===== config.mk =====
export PLATFORM = sky130hd
export DESIGN_NAME = playback_speed_ctrl
export DESIGN_NICKNAME = d
export VERILOG_FILES = /design/src/rtl/playback_speed_ctrl.sv
export SDC_FILE = /design/constraint.sdc
export NUM_CORES = 1
export LEC_CHECK = 0
export CORE_MARGIN = 8
export CORE_UTILIZATION = 44
export CTS_BUF_LIST = sky130_fd_sc_hd__clkbuf_8 sky130_fd_sc_hd__clkbuf_16
export DETAILED_ROUTE_END_ITERATION = 10
export PLACE_DENSITY = 0.63
export REMOVE_ABC_BUFFERS = 1
export SYNTH_ARGS = -nofsm -noshare
export SYNTH_HDL_FRONTEND = slang
export SYNTH_SLANG_ARGS = --single-unit
export TNS_END_PERCENT = 20

===== constraint.sdc =====
create_clock -name clk -period 15.6 [get_ports clk]
set_input_delay 3.9 -clock clk [delete_from_list [all_inputs] [get_ports clk]]
set_output_delay 3.9 -clock clk [all_outputs]
set_load 0.02 [all_outputs]

===== src/rtl/playback_speed_ctrl.sv =====
// playback_speed_ctrl: cleans up the three raw speed buttons into single-cycle
// speed up/down/reset events for the sample-clock divider, with auto-repeat on
// up/down, fixed-priority arbitration and clamping, and keeps a registered
// shadow of the divider's half-period count.
module playback_speed_ctrl #(
    parameter int unsigned DEBOUNCE_CYCLES = 500_000,
    parameter int unsigned REPEAT_DELAY    = 25_000_000,
    parameter int unsigned REPEAT_PERIOD   = 5_000_000,
    parameter int unsigned DIV_DEFAULT     = 1216,
    parameter int unsigned DIV_STEP        = 100,
    parameter int unsigned DIV_MIN         = 216,
    parameter int unsigned DIV_MAX         = 4216
) (
    input  logic        clk,
    input  logic        reset,
    input  logic [2:0]  key_n,
    output logic        speed_up_event,
    output logic        speed_down_event,
    output logic        speed_reset_event,
    output logic [31:0] divisor,
    output logic        at_min,
    output logic        at_max
);

    typedef enum logic [1:0] {
        S_RELEASED,
        S_PRESSED,
        S_REPEAT
    } key_state_t;

    localparam logic [31:0] L_DB_LAST     = 32'(DEBOUNCE_CYCLES - 1);
    localparam logic [31:0] L_DELAY_LAST  = 32'(REPEAT_DELAY - 1);
    localparam logic [31:0] L_PERIOD_LAST = 32'(REPEAT_PERIOD - 1);
    localparam logic [31:0] L_DEFAULT     = 32'(DIV_DEFAULT);
    localparam logic [31:0] L_STEP        = 32'(DIV_STEP);
    localparam logic [31:0] L_UP_LIMIT    = 32'(DIV_MIN + DIV_STEP);
    localparam logic [31:0] L_DOWN_LIMIT  = 32'(DIV_MAX - DIV_STEP);

    // Per-key event requests: [0]=up, [1]=down, [2]=speed reset
    logic [2:0]  w_req;
    logic        w_up_fire;
    logic        w_down_fire;
    logic        w_reset_fire;
    logic [31:0] w_div_nxt;

    for (genvar g = 0; g < 3; g++) begin : g_key
        localparam bit CAN_REPEAT = (g != 2);

        logic        r_sync1;
        logic        r_sync2;
        logic        r_stable;
        logic        r_armed;
        logic [31:0] r_db_cnt;
        logic [31:0] r_hold_cnt;
        logic [31:0] w_hold_nxt;
        key_state_t  r_state;
        key_state_t  w_state_nxt;
        logic        w_req_k;

        // Two-flop synchroniser for the asynchronous, active-low button
        always_ff @(posedge clk or posedge reset) begin
            if (reset) begin
                r_sync1 <= 1'b1;
                r_sync2 <= 1'b1;
            end else begin
                r_sync1 <= key_n[g];
                r_sync2 <= r_sync1;
            end
        end

        // Debounce; after reset the key must first be seen released for a full
        // debounce window (armed) so a button held through reset cannot fire
        always_ff @(posedge clk or posedge reset) begin
            if (reset) begin
                r_stable <= 1'b1;
                r_armed  <= 1'b0;
                r_db_cnt <= '0;
            end else if (!r_armed) begin
                if (!r_sync2) begin
                    r_db_cnt <= '0;
                end else if (r_db_cnt == L_DB_LAST) begin
                    r_armed  <= 1'b1;
                    r_db_cnt <= '0;
                end else begin
                    r_db_cnt <= r_db_cnt + 32'd1;
                end
            end else if (r_sync2 == r_stable) begin
                r_db_cnt <= '0;
            end else if (r_db_cnt == L_DB_LAST) begin
                r_stable <= r_sync2;
                r_db_cnt <= '0;
            end else begin
                r_db_cnt <= r_db_cnt + 32'd1;
            end
        end

        // Key FSM state and hold counter registers
        always_ff @(posedge clk or posedge reset) begin
            if (reset) begin
                r_state    <= S_RELEASED;
                r_hold_cnt <= '0;
            end else begin
                r_state    <= w_state_nxt;
                r_hold_cnt <= w_hold_nxt;
            end
        end

        // Key FSM: request on accepted press, then delayed periodic auto-repeat
        always_comb begin
            w_state_nxt = r_state;
            w_hold_nxt  = r_hold_cnt;
            w_req_k     = 1'b0;
            unique case (r_state)
                S_RELEASED: begin
                    w_hold_nxt = '0;
                    if (!r_stable) begin
                        w_state_nxt = S_PRESSED;
                        w_req_k     = 1'b1;
                    end
                end
                S_PRESSED: begin
                    if (r_stable) begin
                        w_state_nxt = S_RELEASED;
                        w_hold_nxt  = '0;
                    end else if (CAN_REPEAT) begin
                        if (r_hold_cnt == L_DELAY_LAST) begin
                            w_state_nxt = S_REPEAT;
                            w_hold_nxt  = '0;
                            w_req_k     = 1'b1;
                        end else begin
                            w_hold_nxt = r_hold_cnt + 32'd1;
                        end
                    end
                end
                S_REPEAT: begin
                    if (r_stable) begin
                        w_state_nxt = S_RELEASED;
                        w_hold_nxt  = '0;
                    end else if (r_hold_cnt == L_PERIOD_LAST) begin
                        w_hold_nxt = '0;
                        w_req_k    = 1'b1;
                    end else begin
                        w_hold_nxt = r_hold_cnt + 32'd1;
                    end
                end
                default: begin
                    w_state_nxt = S_RELEASED;
                    w_hold_nxt  = '0;
                end
            endcase
        end

        assign w_req[g] = w_req_k;
    end

    // Arbitration reset > up > down, then clamp; a losing request is dropped
    always_comb begin
        w_up_fire    = 1'b0;
        w_down_fire  = 1'b0;
        w_reset_fire = 1'b0;
        w_div_nxt    = divisor;
        if (w_req[2]) begin
            w_reset_fire = 1'b1;
            w_div_nxt    = L_DEFAULT;
        end else if (w_req[0]) begin
            if (divisor >= L_UP_LIMIT) begin
                w_up_fire = 1'b1;
                w_div_nxt = divisor - L_STEP;
            end
        end else if (w_req[1]) begin
            if (divisor <= L_DOWN_LIMIT) begin
                w_down_fire = 1'b1;
                w_div_nxt   = divisor + L_STEP;
            end
        end
    end

    // Registered event pulses, divisor shadow and limit flags
    always_ff @(posedge clk or posedge reset) begin
        if (reset) begin
            speed_up_event    <= 1'b0;
            speed_down_event  <= 1'b0;
            speed_reset_event <= 1'b0;
            divisor           <= L_DEFAULT;
            at_min            <= 1'b0;
            at_max            <= 1'b0;
        end else begin
            speed_up_event    <= w_up_fire;
            speed_down_event  <= w_down_fire;
            speed_reset_event <= w_reset_fire;
            divisor           <= w_div_nxt;
            at_min            <= (w_div_nxt < L_UP_LIMIT);
            at_max            <= (w_div_nxt > L_DOWN_LIMIT);
        end
    end

endmodule


### Yosys cells after proc, flatten, opt, wreduce, memory -nomap -nowiden

Cells that the tools add are included.

* register bits after elaboration: 247
* word-level logic and storage cells: 155

* $lt $le $gt $ge: 4
* multiplexer cells: 77
* $add $sub $neg: 8
* equality and inequality tests: 26
* bitwise operators: 3
* reduce and logical (&&, ||, !) cells: 10

Operator list (count)
* $mux 32: 28
* $add 32x1->32 const B: 6
* $pmux 32 s2: 3
* $eq 32x19->1 const B: 3
* $eq 32x23->1 const B: 3
* $eq 32x25->1 const B: 2
* $add 32x7->32 const B: 1
* $ge 32x9->1 const B: 1
* $gt 32x13->1 const B: 1
* $le 32x13->1 const B: 1
* $lt 32x9->1 const B: 1
* $sub 32x7->32 const B: 1
* $mux 1: 30
* $mux 2: 10
* $reduce_and 3->1: 5
* $ne 2x2->1 const B: 6
* $pmux 2 s3: 2
* $eq 2x1->1 const B: 3
* $eq 2x2->1 const B: 3
* $logic_not 2->1: 3
* $ne 3x3->1 const B: 2
* $pmux 1 s3: 2
* $pmux 2 s2: 1
* $eq 1x1->1: 3
* 5 further kinds: 7

### Depth between registers and ports, before layout

Gate-level depths: netlist (run 1).

* depth in word-level cells: 8
* mapped depth: 13
* gate-level depth less buffers: 11

### Worst setup path after synthesis (run 1)

Ideal clock, no wire load.

* path type: reg-to-output
* start point: register divisor[6]
* end point: output port divisor[6]
* stages on the path, launching flop included: 1
* data arrival time: 616 ps
* slack: 11084 ps
* path through: dfstp_2

RTL lines
* start, declared: line 20 `output logic [31:0] divisor,`
* start signal, assigned: line 191 `divisor <= w_div_nxt;`

No word-level cell between the ends.

### Worst setup path after layout (run 1)

* start point: register divisor[7]
* end point: output port divisor[7]

No word-level cell between the ends.

==> results of run 1 <==
==> sequential cells by signal, summed over array words and instances, names as in the netlist, 3 cells and up <==
signal and count:
g_key.r_stable 3, g_key.r_sync1 3, divisor 32, g_key.r_armed 3, g_key.r_hold_cnt 64, g_key.r_state 5, g_key.r_db_cnt 96, g_key.r_sync2 3
==> cells by family after synthesis <==
| kind of cell | after synthesis | share of synthesized area [%] |
|---|---|---|
| multiplexers | 10 | 1.061 |
| buffers and inverters | 65 | 2.270 |
| AND/OR/NAND/NOR | 607 | 27.20 |
| XOR/XNOR | 165 | 13.17 |
| flip-flops | 214 | 48.95 |
| AO/OA/AOI/OAI | 90 | 5.406 |
| adder cells (fa/ha/maj) | 17 | 1.939 |
==> layout by cell type (no fill, tap or decap), drive strengths merged, types with 12 or more instances in the layout <==
cell	n
or3	20
nor4	25
clkbuf	32
nor2b	17
and2	12
xnor2	70
a21oi	19
inv	33
nor2	234
and3	24
nor3	30
nand2	96
clkdlybuf4s50	41
dfrtp	202
xor2	95
ha	17
dfstp	12
nand4	35
o21ai	26
nand3	65
==> stage by stage <==
| stage | total power, mW | utilization (%) | cells | hold slack, ps | area (um2) |
|---|---|---|---|---|---|
| 2_1_floorplan | 0.5845 | - | 1131 | 345.2 | 10830 |
| 3_3_place_gp | 0.5917 | 48.01 | 1504 | 363.7 | 11710 |
| 3_5_place_dp | 0.5919 | 48.01 | 1504 | 363.2 | 11710 |
| 4_1_cts | 1.173 | 51.37 | 1547 | 367.9 | 12530 |
| 5_1_grt | 1.197 | 51.37 | 1547 | 378.7 | 12530 |
| 6_report | 1.151 | 51.37 | 1547 | 368.1 | 12530 |
==> routing by layer <==
| layer | track usage [%] | vias up | part of all wire [%] |
|---|---|---|---|
| li1 | - | 4082 | - |
| met1 | 20.95 | 3853 | 49 |
| met2 | 23.19 | 126 | 45 |
| met3 | 2.449 | 33 | 3.8 |
| met4 | 3.812 | 0 | 2.0 |
| met5 | 0 | - | 0 |
==> layout make-up <==
| class | instances | area [um2] | area share (%) |
|---|---|---|---|
| clock buffer | 32 | 710.7 | 5.671 |
| clock inverter | 11 | 110.1 | 0.8787 |
| inverter | 28 | 112.6 | 0.8986 |
| multi-input combinational | 889 | 5351 | 42.71 |
| sequential | 214 | 5370 | 42.86 |
| tap | 324 | 405.4 | 3.235 |
| timing repair buffer | 49 | 470.5 | 3.754 |
==> how the worst max path moves through the flow <==
stage,startpoint,end,slack [ps]
2_1_floorplan,reset,at_max$_DFF_PP0_,5870
3_3_place_gp,reset,g_key[2].r_db_cnt[18]$_DFF_PP0_,9360
4_1_cts,divisor[7]$_DFF_PP1_,divisor[7],9880
5_1_grt,reset,divisor[13]$_DFF_PP0_,9680
6_report,divisor[7]$_DFF_PP1_,divisor[7],9900
3_5_place_dp,reset,g_key[2].r_db_cnt[18]$_DFF_PP0_,9390
==> worst register-to-register path: stages, from the launching register on <==
cell and delay (ps):
sky130_fd_sc_hd__dfrtp_1 520, sky130_fd_sc_hd__o311ai_1 790, sky130_fd_sc_hd__and2_1 240, sky130_fd_sc_hd__nor3b_1 230
sky130_fd_sc_hd__o211a_1 200, sky130_fd_sc_hd__mux2_4 330, sky130_fd_sc_hd__or4_1 580, sky130_fd_sc_hd__or4b_4 550
sky130_fd_sc_hd__nor3_2 200, sky130_fd_sc_hd__and4b_1 210
==> power by group through the flow <==
| stage | Sequential [mW] | Combinational (mW) | Clock, mW |
|---|---|---|---|
| after floorplan | 0.570 | 0.0141 | 0 |
| after detailed placement | 0.571 | 0.0209 | 0 |
| after CTS | 0.561 | 0.0208 | 0.591 |
| after global placement | 0.571 | 0.0208 | 0 |
| after global routing | 0.561 | 0.0235 | 0.612 |
| final | 0.561 | 0.0194 | 0.570 |
==> impl_metrics.xml, run 1 <==
<?xml version="1.0" encoding="UTF-8"?>
<metrics>
  <group name="timing">
    <metric name="worst_slack" unit="ps">9900</metric>
    <metric name="timing.max_slew.rel_slack" unit="%">36.96</metric>
    <metric name="finClkSkew" unit="ps">16.85</metric>
    <metric name="share_of_the_clock_period_used_by_the_worst_path" unit="%">36.54</metric>
    <metric name="tightestPinTransition" unit="ps">945.6</metric>
    <metric name="report.final.hold_viol_count" unit="">0</metric>
    <metric name="rsz0062_at_grt" unit="">false</metric>
    <metric name="timing.fmax" unit="MHz">175.4</metric>
    <metric name="clock_period_minus_worst_slack" unit="ps">5700</metric>
    <metric name="slew_viol_final" unit="">0</metric>
    <metric name="setup_violations" unit="">0</metric>
    <metric name="final.setup.tns" unit="ps">0</metric>
  </group>
  <group name="synth">
    <metric name="seq_area_frac_synth" unit="%">48.95</metric>
    <metric name="postSynthCellCount" unit="">1168</metric>
    <metric name="post_synth_main_area_contributors" unit="">sky130_fd_sc_hd__dfrtp_1, sky130_fd_sc_hd__nor2_1, sky130_fd_sc_hd__xor2_1</metric>
    <metric name="synthesis.yosys.warnings" unit="">0</metric>
    <metric name="ys_ff_latch" unit="">214</metric>
    <metric name="synthFlopType" unit="">sky130_fd_sc_hd__dfrtp_1</metric>
    <metric name="synth_edf_count" unit="">0</metric>
    <metric name="synth_top_cells_by_count" unit="">sky130_fd_sc_hd__nor2_1, sky130_fd_sc_hd__dfrtp_1, sky130_fd_sc_hd__nand2_1</metric>
    <metric name="netlist.area_leader.share" unit="%">46.08</metric>
    <metric name="cell_with_the_most_instances_after_synthesis" unit="">sky130_fd_sc_hd__nor2_1</metric>
    <metric name="unique_cell_type_count_in_the_yosys_netlist" unit="">68</metric>
    <metric name="synth_async_sr_flop_share" unit="%">100.0</metric>
    <metric name="mappedNetlistArea" unit="um2">10970</metric>
    <metric name="yosysTopAreaCell" unit="">sky130_fd_sc_hd__dfrtp_1</metric>
    <metric name="synth.avg_cell_area" unit="um2">9.393</metric>
  </group>
  <group name="pwr">
    <metric name="sequentialPowerShare" unit="%">48.8</metric>
    <metric name="power_leakage" unit="nW">5.391</metric>
    <metric name="internal_power" unit="mW">0.9127</metric>
    <metric name="p_switching" unit="mW">0.2380</metric>
    <metric name="comb_power_share" unit="%">1.7</metric>
    <metric name="power.switching_fraction" unit="%">20.69</metric>
    <metric name="power_per_cell_area" unit="nW/um2">91.83</metric>
    <metric name="vdd_drop_max" unit="uV">80.04</metric>
    <metric name="power.share.clock" unit="%">49.6</metric>
  </group>
  <group name="setup_path">
    <metric name="cp_slowest_cell" unit="">sky130_fd_sc_hd__dfstp_2</metric>
    <metric name="crit_cells" unit="">1</metric>
    <metric name="crit_type" unit="">reg -&gt; out</metric>
    <metric name="setup_crit_end_kind" unit="">output pin</metric>
    <metric name="setup.reg_to_reg.worst_slack" unit="ps">11680</metric>
    <metric name="rr_endpoint" unit="">at_min$_DFF_PP0_</metric>
    <metric name="required" unit="ps">11700</metric>
    <metric name="critPathLaunchType" unit="">flop</metric>
    <metric name="timing.critical_path.slowest_cell_delay" unit="ps">650</metric>
    <metric name="crit_buf_inv" unit="">1</metric>
    <metric name="worstPathMaxFanout" unit="">11</metric>
    <metric name="crit_family" unit="">flip-flops</metric>
    <metric name="chain_of_cells_forming_the_critical_path" unit="">clkdlybuf4s50_1</metric>
    <metric name="crit_arrival" unit="ps">1800</metric>
    <metric name="timing.reg2reg.worst_path_depth" unit="">9</metric>
    <metric name="rr_startpoint" unit="">divisor[2]$_DFF_PP0_</metric>
  </group>
  <group name="cts">
    <metric name="cts_max_path_buffers" unit="">3</metric>
    <metric name="cts_post_setup_buffers_inserted" unit="">0</metric>
    <metric name="clkLatencyLatePin" unit="ps">520</metric>
    <metric name="ctsResizeCount" unit="">0</metric>
    <metric name="tritoncts_clock_tree" unit="">done</metric>
    <metric name="cts-buffers-inserted" unit="">24</metric>
    <metric name="cts.clk_slew.worst_paths" unit="ps">60</metric>
    <metric name="clk_root_buffer_cell" unit="">sky130_fd_sc_hd__clkbuf_16</metric>
    <metric name="h-tree-depth" unit="">1</metric>
    <metric name="numClockSinks" unit="">214</metric>
    <metric name="post_cts_hold_buffer_count" unit="">0</metric>
  </group>
  <group name="global_route">
    <metric name="grt_first_pass_wirelength" unit="um">38960</metric>
    <metric name="antenna_found_initial" unit="">0</metric>
    <metric name="grt.overflow.total" unit="">0</metric>
    <metric name="number_of_global_route_vias_before_repair" unit="">7901</metric>
    <metric name="grt.total_usage" unit="%">14.80</metric>
    <metric name="maximum_number_of_pins_on_one_net_before_global_route_repair" unit="">140</metric>
  </group>
  <group name="detailed_routing">
    <metric name="routed_via_density" unit="">5.232</metric>
    <metric name="routed_wirelength" unit="um">22220</metric>
    <metric name="drc" unit="">0</metric>
    <metric name="detail-route-antenna-nets" unit="">0</metric>
    <metric name="wire_per_inst" unit="um">14.36</metric>
    <metric name="total_iterations_of_the_first_detailed_routing_run" unit="">4</metric>
    <metric name="num_vias" unit="">8094</metric>
    <metric name="initialDrtViolationCount" unit="">590</metric>
  </group>
  <group name="hold_path">
    <metric name="hold_class" unit="">reg -&gt; reg</metric>
    <metric name="hold_depth" unit="">0</metric>
    <metric name="hold_start" unit="">g_key[1].r_sync1$_DFF_PP1_</metric>
    <metric name="worstHoldEndpoint" unit="">g_key[1].r_sync2$_DFF_PP1_</metric>
  </group>
  <group name="layout">
    <metric name="fill_cells" unit="">2283</metric>
    <metric name="design.final.nets" unit="">1228</metric>
    <metric name="drive_above_1_share" unit="%">7.032</metric>
    <metric name="antenna_cells" unit="">0</metric>
    <metric name="area.growth.synth_to_final" unit="%">14.22</metric>
  </group>
  <group name="placement">
    <metric name="routabilityCongestion" unit="">0.8127</metric>
    <metric name="place_worst_setup_slack" unit="ps">9393</metric>
    <metric name="number_of_input_and_output_port_buffers_inserted" unit="">41</metric>
    <metric name="dp_hpwl" unit="um">14860</metric>
  </group>
  <group name="outcome">
    <metric name="outcome" unit="">completed</metric>
  </group>
  <group name="die">
    <metric name="std_cell_rows" unit="">57</metric>
    <metric name="floorplan.core_area" unit="um2">24390</metric>
    <metric name="die_y" unit="um">173.9</metric>
    <metric name="num_io_pins" unit="">42</metric>
    <metric name="die_x" unit="um">173.9</metric>
    <metric name="die_area" unit="um2">30240</metric>
    <metric name="start_util" unit="%">44.98</metric>
  </group>
  <group name="run">
    <metric name="maxCapViolCount" unit="">0</metric>
  </group>
</metrics>
No activity file was read; power rests on OpenSTA's default activity.
==> run 2: changes to the inputs <==
--- a/config.mk
+++ b/config.mk
@@ -9,7 +9,7 @@
 export CORE_UTILIZATION = 44
 export CTS_BUF_LIST = sky130_fd_sc_hd__clkbuf_8 sky130_fd_sc_hd__clkbuf_16
 export DETAILED_ROUTE_END_ITERATION = 10
-export PLACE_DENSITY = 0.63
+export PLACE_DENSITY = 0.65
 export REMOVE_ABC_BUFFERS = 1
 export SYNTH_ARGS = -nofsm -noshare
 export SYNTH_HDL_FRONTEND = slang
==> constraint.sdc (replaced) <==
create_clock -name clk -period 4.9 [get_ports clk]
set_input_delay 1.225 -clock clk [delete_from_list [all_inputs] [get_ports clk]]
set_output_delay 1.225 -clock clk [all_outputs]
set_load 0.02 [all_outputs]
==> run 2 against run 1 <==
Count of clock-buffer cells in the layout decreased by 5; register-to-register slack got worse by 11000 ps; utilization increased by 0.16 points; clock power increased to 3.3 times the previous value; critical path depth increased by 8; worst hold slack got worse by 13 ps; sequential power increased to 3.2 times the previous value; global-route usage increased by 0.27 points; total power increased to 3.2 times the previous value; final area increased by 0.32%; sequential share of layout area decreased by 0.14 points; die area unchanged; critical path type is now reg -> reg; highest routed layer unchanged.
==> impl_metrics.xml, run 2 (synthesis results as in run 1) <==
<?xml version="1.0" encoding="UTF-8"?>
<metrics>
  <group name="outcome">
    <metric name="outcome" unit="">completed</metric>
  </group>
  <group name="pwr">
    <metric name="totalPowerFinal" unit="mW">3.719</metric>
    <metric name="p_switching" unit="mW">0.7630</metric>
    <metric name="power.switching_fraction" unit="%">20.52</metric>
    <metric name="power_leakage" unit="nW">5.408</metric>
    <metric name="comb_power_share" unit="%">1.8</metric>
    <metric name="internal_power" unit="mW">2.956</metric>
    <metric name="vdd_drop_max" unit="uV">232.4</metric>
    <metric name="sequentialPowerShare" unit="%">48.0</metric>
    <metric name="power_per_cell_area" unit="nW/um2">295.8</metric>
    <metric name="power.share.clock" unit="%">50.2</metric>
  </group>
  <group name="global_route">
    <metric name="number_of_global_route_vias_before_repair" unit="">8139</metric>
    <metric name="maximum_number_of_pins_on_one_net_before_global_route_repair" unit="">99</metric>
    <metric name="grt.overflow.total" unit="">0</metric>
    <metric name="grt_first_pass_wirelength" unit="um">39630</metric>
    <metric name="grt.total_usage" unit="%">15.06</metric>
    <metric name="antenna_found_initial" unit="">0</metric>
  </group>
  <group name="cts">
    <metric name="clk_root_buffer_cell" unit="">sky130_fd_sc_hd__clkbuf_16</metric>
    <metric name="tritoncts_clock_tree" unit="">done</metric>
    <metric name="cts_post_setup_buffers_inserted" unit="">0</metric>
    <metric name="clkLatencyLatePin" unit="ps">510</metric>
    <metric name="ctsResizeCount" unit="">0</metric>
    <metric name="cts.clk_slew.worst_paths" unit="ps">60</metric>
    <metric name="cts_max_path_buffers" unit="">3</metric>
    <metric name="h-tree-depth" unit="">1</metric>
    <metric name="cts-buffers-inserted" unit="">25</metric>
    <metric name="post_cts_hold_buffer_count" unit="">0</metric>
    <metric name="numClockSinks" unit="">214</metric>
  </group>
  <group name="layout">
    <metric name="drive_above_1_share" unit="%">7.015</metric>
    <metric name="layout.cells.most_common_list" unit="">sky130_fd_sc_hd__nor2_1, sky130_fd_sc_hd__dfrtp_1, sky130_fd_sc_hd__nand2_1</metric>
    <metric name="post-route-cell-area" unit="um2">12570</metric>
    <metric name="fin_cells" unit="">1550</metric>
    <metric name="largest_registers" unit="">g_key.r_db_cnt: 96 flops, g_key.r_hold_cnt: 64 flops, divisor: 32 flops</metric>
    <metric name="antenna_cells" unit="">0</metric>
    <metric name="design.final.nets" unit="">1230</metric>
    <metric name="fill_cells" unit="">2265</metric>
    <metric name="largest_register_ff_count" unit="">96</metric>
    <metric name="fin_util" unit="%">51.54</metric>
    <metric name="layout.cells.most_common" unit="">sky130_fd_sc_hd__nor2_1</metric>
    <metric name="largest-register" unit="">g_key.r_db_cnt</metric>
    <metric name="area.growth.synth_to_final" unit="%">14.59</metric>
  </group>
  <group name="timing">
    <metric name="rsz0062_at_grt" unit="">false</metric>
    <metric name="final.setup.tns" unit="ps">0</metric>
    <metric name="slew_viol_final" unit="">0</metric>
    <metric name="worst_slack" unit="ps">1149</metric>
    <metric name="report.final.hold_viol_count" unit="">0</metric>
    <metric name="tightestPinTransition" unit="ps">942.9</metric>
    <metric name="timing.max_slew.rel_slack" unit="%">35.51</metric>
    <metric name="clock_period_minus_worst_slack" unit="ps">3751</metric>
    <metric name="setup_violations" unit="">0</metric>
    <metric name="share_of_the_clock_period_used_by_the_worst_path" unit="%">76.55</metric>
    <metric name="final_worst_hold_slack" unit="ps">354.8</metric>
    <metric name="finClkSkew" unit="ps">8.041</metric>
    <metric name="timing.fmax" unit="MHz">266.6</metric>
  </group>
  <group name="setup_path">
    <metric name="crit_buf_inv" unit="">0</metric>
    <metric name="setup_crit_end_kind" unit="">flop</metric>
    <metric name="crit_arrival" unit="ps">4190</metric>
    <metric name="timing_startpoint_of_the_critical_path" unit="">g_key[1].r_hold_cnt[20]$_DFF_PP0_</metric>
    <metric name="rr_startpoint" unit="">g_key[1].r_hold_cnt[20]$_DFF_PP0_</metric>
    <metric name="required" unit="ps">5340</metric>
    <metric name="timing.reg2reg.worst_path_depth" unit="">9</metric>
    <metric name="crit_cells" unit="">9</metric>
    <metric name="rr_endpoint" unit="">at_min$_DFF_PP0_</metric>
    <metric name="crit_family" unit="">compound AO/OA/AOI/OAI gates</metric>
    <metric name="cp_slowest_cell" unit="">sky130_fd_sc_hd__a2111oi_0</metric>
    <metric name="cp-endpoint" unit="">at_min$_DFF_PP0_</metric>
    <metric name="setup.reg_to_reg.worst_slack" unit="ps">1150</metric>
    <metric name="timing.critical_path.slowest_cell_delay" unit="ps">870</metric>
    <metric name="worstPathMaxFanout" unit="">9</metric>
    <metric name="crit_type" unit="">reg -&gt; reg</metric>
    <metric name="chain_of_cells_forming_the_critical_path" unit="">nor4_1 &gt; nand3_1 &gt; a2111oi_0 &gt; o2111ai_1 &gt; o31a_1 &gt; xnor2_1 &gt; or3_1 &gt; nor3_2 &gt; and4b_1</metric>
    <metric name="critPathLaunchType" unit="">flop</metric>
  </group>
  <group name="die">
    <metric name="std_cell_rows" unit="">57</metric>
    <metric name="die_x" unit="um">173.9</metric>
    <metric name="floorplan.core_area" unit="um2">24390</metric>
    <metric name="start_util" unit="%">44.98</metric>
    <metric name="num_io_pins" unit="">42</metric>
    <metric name="die_area" unit="um2">30240</metric>
    <metric name="die_y" unit="um">173.9</metric>
  </group>
  <group name="detailed_routing">
    <metric name="wire_per_inst" unit="um">14.57</metric>
    <metric name="detail-route-antenna-nets" unit="">0</metric>
    <metric name="total_iterations_of_the_first_detailed_routing_run" unit="">5</metric>
    <metric name="routed_wirelength" unit="um">22580</metric>
    <metric name="routed_via_density" unit="">5.306</metric>
    <metric name="initialDrtViolationCount" unit="">472</metric>
    <metric name="drc" unit="">0</metric>
    <metric name="num_vias" unit="">8225</metric>
  </group>
  <group name="run">
    <metric name="maxCapViolCount" unit="">0</metric>
  </group>
  <group name="placement">
    <metric name="place_worst_setup_slack" unit="ps">1198</metric>
    <metric name="routabilityCongestion" unit="">0.8772</metric>
    <metric name="number_of_input_and_output_port_buffers_inserted" unit="">41</metric>
    <metric name="postPlaceCellArea" unit="um2">11730</metric>
    <metric name="post-place-cells" unit="">1505</metric>
    <metric name="dp_hpwl" unit="um">15390</metric>
  </group>
  <group name="hold_path">
    <metric name="hold_class" unit="">reg -&gt; reg</metric>
  </group>
</metrics>
run 2: cell count changes in the layout (fill, tap and decap cells not counted), sizes merged:
cell,previous run,this run
clkbuf,32,27
clkinvlp,0,3
inv,33,36
bufinv,2,4
buf,8,9
clkinv,4,3
run 2: cell type report:
type                            instances  area [um2]  area share (%)
Clock buffer                           27       653.1           5.196
Tap cell                              324       405.4           3.225
Multi-Input combinational cell        889        5351           42.57
Timing Repair Buffer                   50       490.5           3.902
Sequential cell                       214        5370           42.72
Inverter                               28       112.6          0.8958
Clock inverter                         18       187.7           1.493
run 2: metal layers:
layer,global-route usage [%],wire length [um],vias up
li1,-,-,4082
met1,21.42,11140,3971
met2,23.60,10130,137
met3,2.319,778,35
met4,3.990,539,0
met5,0,0,-
run 2: how the worst min path moves through the flow:
stage               cells after the start                       start                         end  slack [ps]
floorplan                               0  g_key[0].r_sync1$_DFF_PP1_  g_key[0].r_sync2$_DFF_PP1_         350
finish                                  0  g_key[0].r_sync1$_DFF_PP1_  g_key[0].r_sync2$_DFF_PP1_         350
global placement                        0  g_key[0].r_sync1$_DFF_PP1_  g_key[0].r_sync2$_DFF_PP1_         350
global route                            0  g_key[0].r_sync1$_DFF_PP1_  g_key[0].r_sync2$_DFF_PP1_         350
CTS                                     0  g_key[0].r_sync1$_DFF_PP1_  g_key[0].r_sync2$_DFF_PP1_         350
detailed placement                      0  g_key[1].r_sync1$_DFF_PP1_  g_key[1].r_sync2$_DFF_PP1_         350
run 2: power by group through the flow:
stage | combinational, mW | sequential [mW] | clock (mW)
after floorplan | 0.0450 | 1.82 | 0
after global placement | 0.0689 | 1.82 | 0
after detailed placement | 0.0693 | 1.82 | 0
after CTS | 0.0697 | 1.79 | 1.93
after global routing | 0.0784 | 1.79 | 2.00
final | 0.0651 | 1.79 | 1.87
run 2: worst reg2reg max path, cell delays in order (launching register included):
cell	delay (ps)
sky130_fd_sc_hd__dfrtp_1	440
sky130_fd_sc_hd__nor4_1	410
sky130_fd_sc_hd__nand3_1	130
sky130_fd_sc_hd__a2111oi_0	870
sky130_fd_sc_hd__o2111ai_1	500
sky130_fd_sc_hd__o31a_1	430
sky130_fd_sc_hd__xnor2_1	140
sky130_fd_sc_hd__or3_1	390
sky130_fd_sc_hd__nor3_2	170
sky130_fd_sc_hd__and4b_1	200
==> RTL edit 1 (config.mk and constraints of run 1) <==
Reset style: synchronous (`reset`), changed in 4 clocked blocks. Comments in the files are not updated.
--- a/src/rtl/playback_speed_ctrl.sv
+++ b/src/rtl/playback_speed_ctrl.sv
@@ -60,3 +60,3 @@
         // Two-flop synchroniser for the asynchronous, active-low button
-        always_ff @(posedge clk or posedge reset) begin
+        always_ff @(posedge clk) begin
             if (reset) begin
@@ -72,3 +72,3 @@
         // debounce window (armed) so a button held through reset cannot fire
-        always_ff @(posedge clk or posedge reset) begin
+        always_ff @(posedge clk) begin
             if (reset) begin
@@ -97,3 +97,3 @@
         // Key FSM state and hold counter registers
-        always_ff @(posedge clk or posedge reset) begin
+        always_ff @(posedge clk) begin
             if (reset) begin
@@ -178,3 +178,3 @@
     // Registered event pulses, divisor shadow and limit flags
-    always_ff @(posedge clk or posedge reset) begin
+    always_ff @(posedge clk) begin
         if (reset) begin
Behaviour: no difference found for any inputs over 4 cycles, from zero or initial values and one cycle with reset high; that may be too few to reach the edited logic, so the function may still have changed.
==> RTL edit 1 against run 1 <==
Design area down 8.9%; power down 4.3%; clock power down 6.3%; wire length down 8.5%; via count down 0.91%; area after synthesis down 8.7%; sequential cell count unchanged; sequential share of layout area down 5.3 points; setup slack better by 0.029 ns; first-iteration DRC count down 32%; die area down 7.9%; largest cell class is now multi-input gates.
==> RTL edit 1: results (changes against run 1) <==
- The instance count along the most critical hold path is 1 (+1).
- The highest metal layer with signal wires is met5.
- The fraction of met1 tracks used by global routing is 19.7% (-1.2 points).
- The largest individual stage delay along the critical path comes from the cell sky130_fd_sc_hd__clkdlybuf4s50_1.
- The global routing usage on met2 is 22.6% (-0.55 points).
- The endpoint identified for the worst register-to-register timing path is at_max$_SDFF_PP0_.
- The met3 layer wire length in the routed design is 887 µm (+5.1%).
- The critical path starts at divisor[5]$_SDFF_PP0_.
- The proportion of synthesized flip-flops having asynchronous set or reset is 0% (-100 points).
- The routed metal-1 wire length is 10300 µm (-6.5%).
- After synthesis, the cell types taking the most area are sky130_fd_sc_hd__dfxtp_1 (43%), sky130_fd_sc_hd__xor2_1 (9.3%), sky130_fd_sc_hd__nor2_1 (8.9%).
- The count of distinct cell types in the synthesized netlist came to 70 (+2.9%).
- The peak per-stage delay on the critical path is 0.70 ns (+0.05 ns).
- The register-to-register setup slack is 11.34 ns (-0.34 ns).
- The worst supply voltage drop on vdd is 0.122 mV (+53%).
- The worst register-to-register path begins at g_key[0].r_state[1]$_SDFFE_PP0P_.
- The total detailed-routing wirelength was 20300 µm (-8.5%).
- The via count of the first global-routing pass was 7483 (-5.3%).
- The layout filler cell count is 2137 (-6.4%).
- In this design, the largest share of critical-path delay is due to buffers and inverters.
- The flow ran to the end, and the final reports show no timing, DRC or antenna violations.
- The fraction of the yosys area taken by sequential cells came to 42.8% (-6.2 points).
- The cell type contributing the most total cell area after synthesis is sky130_fd_sc_hd__dfxtp_1.
- The final net count is 1242 (+1.1%).
- The DRC marker count from the first detailed-route iteration came to 404 (-32%).
- The maximum number of pins on one net before global-route repair is 33 (-76%).
- The HPWL after detailed placement was 14100 µm (-5.0%).
- The ratio of cells with drive above 1 in the final layout is 4.94% (-2.1 points).
- The number of vias per cell came to 5.28 (+0.91%).
- The depth of the worst register-to-register path is 10 (+1).
- The met2 wire length was 8720 µm (-12%).
- For this run, the leading register cell type out of synthesis is sky130_fd_sc_hd__dfxtp_1.
- The worst hold margin came to 0.407 ns (+0.0384 ns).
- The met3 usage in global routing came to 3.17% (+0.72 points).
- The end of the worst hold path is g_key[0].r_sync2$_SDFF_PP1_.
- The global placer's final weighted congestion is 0.847 (+4.2%).
- The number of antenna violations at the first check in global routing came to 2 (+2).
[RTL edit 1: changes by cell type after synthesis, moves of 7 or more]
cell,run 1,this run
sky130_fd_sc_hd__and3_1,24,34
sky130_fd_sc_hd__dfrtp_1,202,0
sky130_fd_sc_hd__dfstp_2,12,0
sky130_fd_sc_hd__dfxtp_1,0,214
sky130_fd_sc_hd__nand2b_1,3,11
sky130_fd_sc_hd__nor2b_1,17,9
sky130_fd_sc_hd__nor3_1,29,22
sky130_fd_sc_hd__o21ai_0,26,12
sky130_fd_sc_hd__xor2_1,95,106
[RTL edit 1: logic make-up (layout without fill, tap and decap cells)]
family | Yosys count | in the layout | synth area share (%)
AO/OA/AOI/OAI | 76 | 76 | 5.48
multiplexers | 5 | 5 | 0.512
AND/OR/NAND/NOR | 634 | 634 | 31.5
flip-flops | 214 | 214 | 42.8
adder cells (fa/ha/maj) | 17 | 17 | 2.12
buffers and inverters | 63 | 115 | 2.46
XOR/XNOR | 173 | 173 | 15.1
[RTL edit 1: through the flow]
step / cell area [µm²] / instances / worst slack (ns) / power, mW
after CTS: 11400 / 1519 / 9.91 / 1.12
after detailed placement: 10700 / 1480 / 9.76 / 0.580
after floorplan: 9890 / 1150 / 10.46 / 0.574
final: 11400 / 1519 / 9.93 / 1.10
after global routing: 11400 / 1519 / 9.85 / 1.14
after global placement: 10700 / 1480 / 9.78 / 0.580
[RTL edit 1: power by group]
group,leakage (nW),internal (mW),switching (mW)
sequential,1.73,0.550,0.00262
combinational,1.88,0.00503,0.0102
clock,0.389,0.321,0.213
[RTL edit 1: final cells by class]
class	instances	share of cell area [%]
Inverter	31	1.02
Clock inverter	15	1.28
Clock buffer	24	5.16
Tap cell	285	3.12
Multi-Input combinational cell	905	48.0
Timing Repair Buffer	45	3.86
Sequential cell	214	37.5
==> RTL edit 2 (config.mk and constraints of run 1) <==
Without the edit above. Change the parameter `DIV_MIN` from 216 to 108.
--- a/src/rtl/playback_speed_ctrl.sv
+++ b/src/rtl/playback_speed_ctrl.sv
@@ -10,3 +10,3 @@
     parameter int unsigned DIV_STEP        = 100,
-    parameter int unsigned DIV_MIN         = 216,
+    parameter int unsigned DIV_MIN         = 108,
     parameter int unsigned DIV_MAX         = 4216
Formal check against the unedited RTL: same outputs for any inputs over 4 cycles, from zero or initial values and one cycle with reset high; that may be too few to reach the edited logic, so the function may still have changed.
==> RTL edit 2 against run 1 <==
Sequential share of layout area up 0.71 points; setup slack lost 0.012 ns; wire length increased by 1.4%; first-iteration DRC count decreased by 1.7%; sequential cell count unchanged; area after synthesis shrank 1.7%; count of clock-buffer cells in the layout shrank 2; design area decreased by 1.6%; clock skew decreased by 0.0028 ns; critical path depth unchanged; power down 1.3%; critical path type unchanged; largest cell class unchanged; highest routed layer unchanged.
==> RTL edit 2: results (changes against run 1) <==
- The flow ran to the end, and the final reports show no timing, DRC or antenna violations.
- The total via count in the routed design is 7980 (-1.4%).
- The ratio of cells with drive above 1 in the final layout came to 7.29% (+0.26 points).
- The total CTS buffers came to 25 (+4.2%).
- The global placer's final weighted congestion is 0.815 (+0.33%).
- Among cell families on the critical path, the largest total delay comes from buffers and inverters.
- The finished layout cell area is 0.0123 mm² (-1.6%).
- The number of buffers other than clock buffers in the final layout was 46 (-6.1%).
- The end of the worst hold path is g_key[2].r_sync2$_DFF_PP1_.
- The post-synthesis adder-cell area fraction is 2.09% (+0.15 points).
- The worst supply voltage drop on vdd was 0.0861 mV (+7.6%).
- The clock skew after layout is 0.0140 ns (-0.00283 ns).
- The xor-xnor portion of the synthesized cell area is 13.1% (-0.10 points).
- The register-to-register setup slack was 11.81 ns (+0.13 ns).
- The non-clock inverter count in the final layout is 24 (-14%).
- The post-synthesis cell count is 1131 (-3.2%).
- The startpoint of the lowest-slack register-to-register path is divisor[24]$_DFF_PP0_.
- The total detailed-routing wirelength was 22500 µm (+1.4%).
- The setup slack after layout came to 9.89 ns (-0.0123 ns).
- The fraction of the yosys area taken by sequential cells came to 49.8% (+0.83 points).
- The final net count was 1198 (-2.4%).
- The worst register-to-register path ends at at_max$_DFF_PP0_.
- The leakage power came to 5.42 nW (+0.51%).
- The count of distinct cell types in the synthesized netlist is 61 (-10%).
- The pre-CTS setup slack is 9.37 ns (-0.0210 ns).
- The startpoint identified for the worst hold timing path is g_key[2].r_sync1$_DFF_PP1_.
- The final non-filler cell total came to 1517 (-1.9%).
- The global-route wire length before repair is 39000 µm (about the same).
- After synthesis, the most frequently instantiated cells are sky130_fd_sc_hd__nor2_1 (222), sky130_fd_sc_hd__dfrtp_1 (202), sky130_fd_sc_hd__nand2_1 (95).
[RTL edit 2: changes by cell type after synthesis, moves of 5 or more]
| cell | change |
|---|---|
| sky130_fd_sc_hd__a21oi_1 | +8 |
| sky130_fd_sc_hd__and3_1 | +5 |
| sky130_fd_sc_hd__clkbuf_1 | -7 |
| sky130_fd_sc_hd__nand2b_1 | +5 |
| sky130_fd_sc_hd__nand3_1 | -8 |
| sky130_fd_sc_hd__nor2_1 | -12 |
| sky130_fd_sc_hd__nor2b_1 | -10 |
[RTL edit 2: power by group]
part	internal (mW)	switching, mW
Combinational	0.00354	0.0162
Sequential	0.559	0.00242
Clock	0.330	0.225
Total	0.892	0.244
[RTL edit 2: per-layer routing]
| layer | up-vias | GRT usage (%) | share of wire, % |
|---|---|---|---|
| li1 | 3968 | - | - |
| met1 | 3864 | 20.8 | 49 |
| met2 | 118 | 24.0 | 45 |
| met3 | 30 | 2.74 | 4.1 |
| met4 | 0 | 3.91 | 2.0 |
| met5 | - | 0 | 0 |
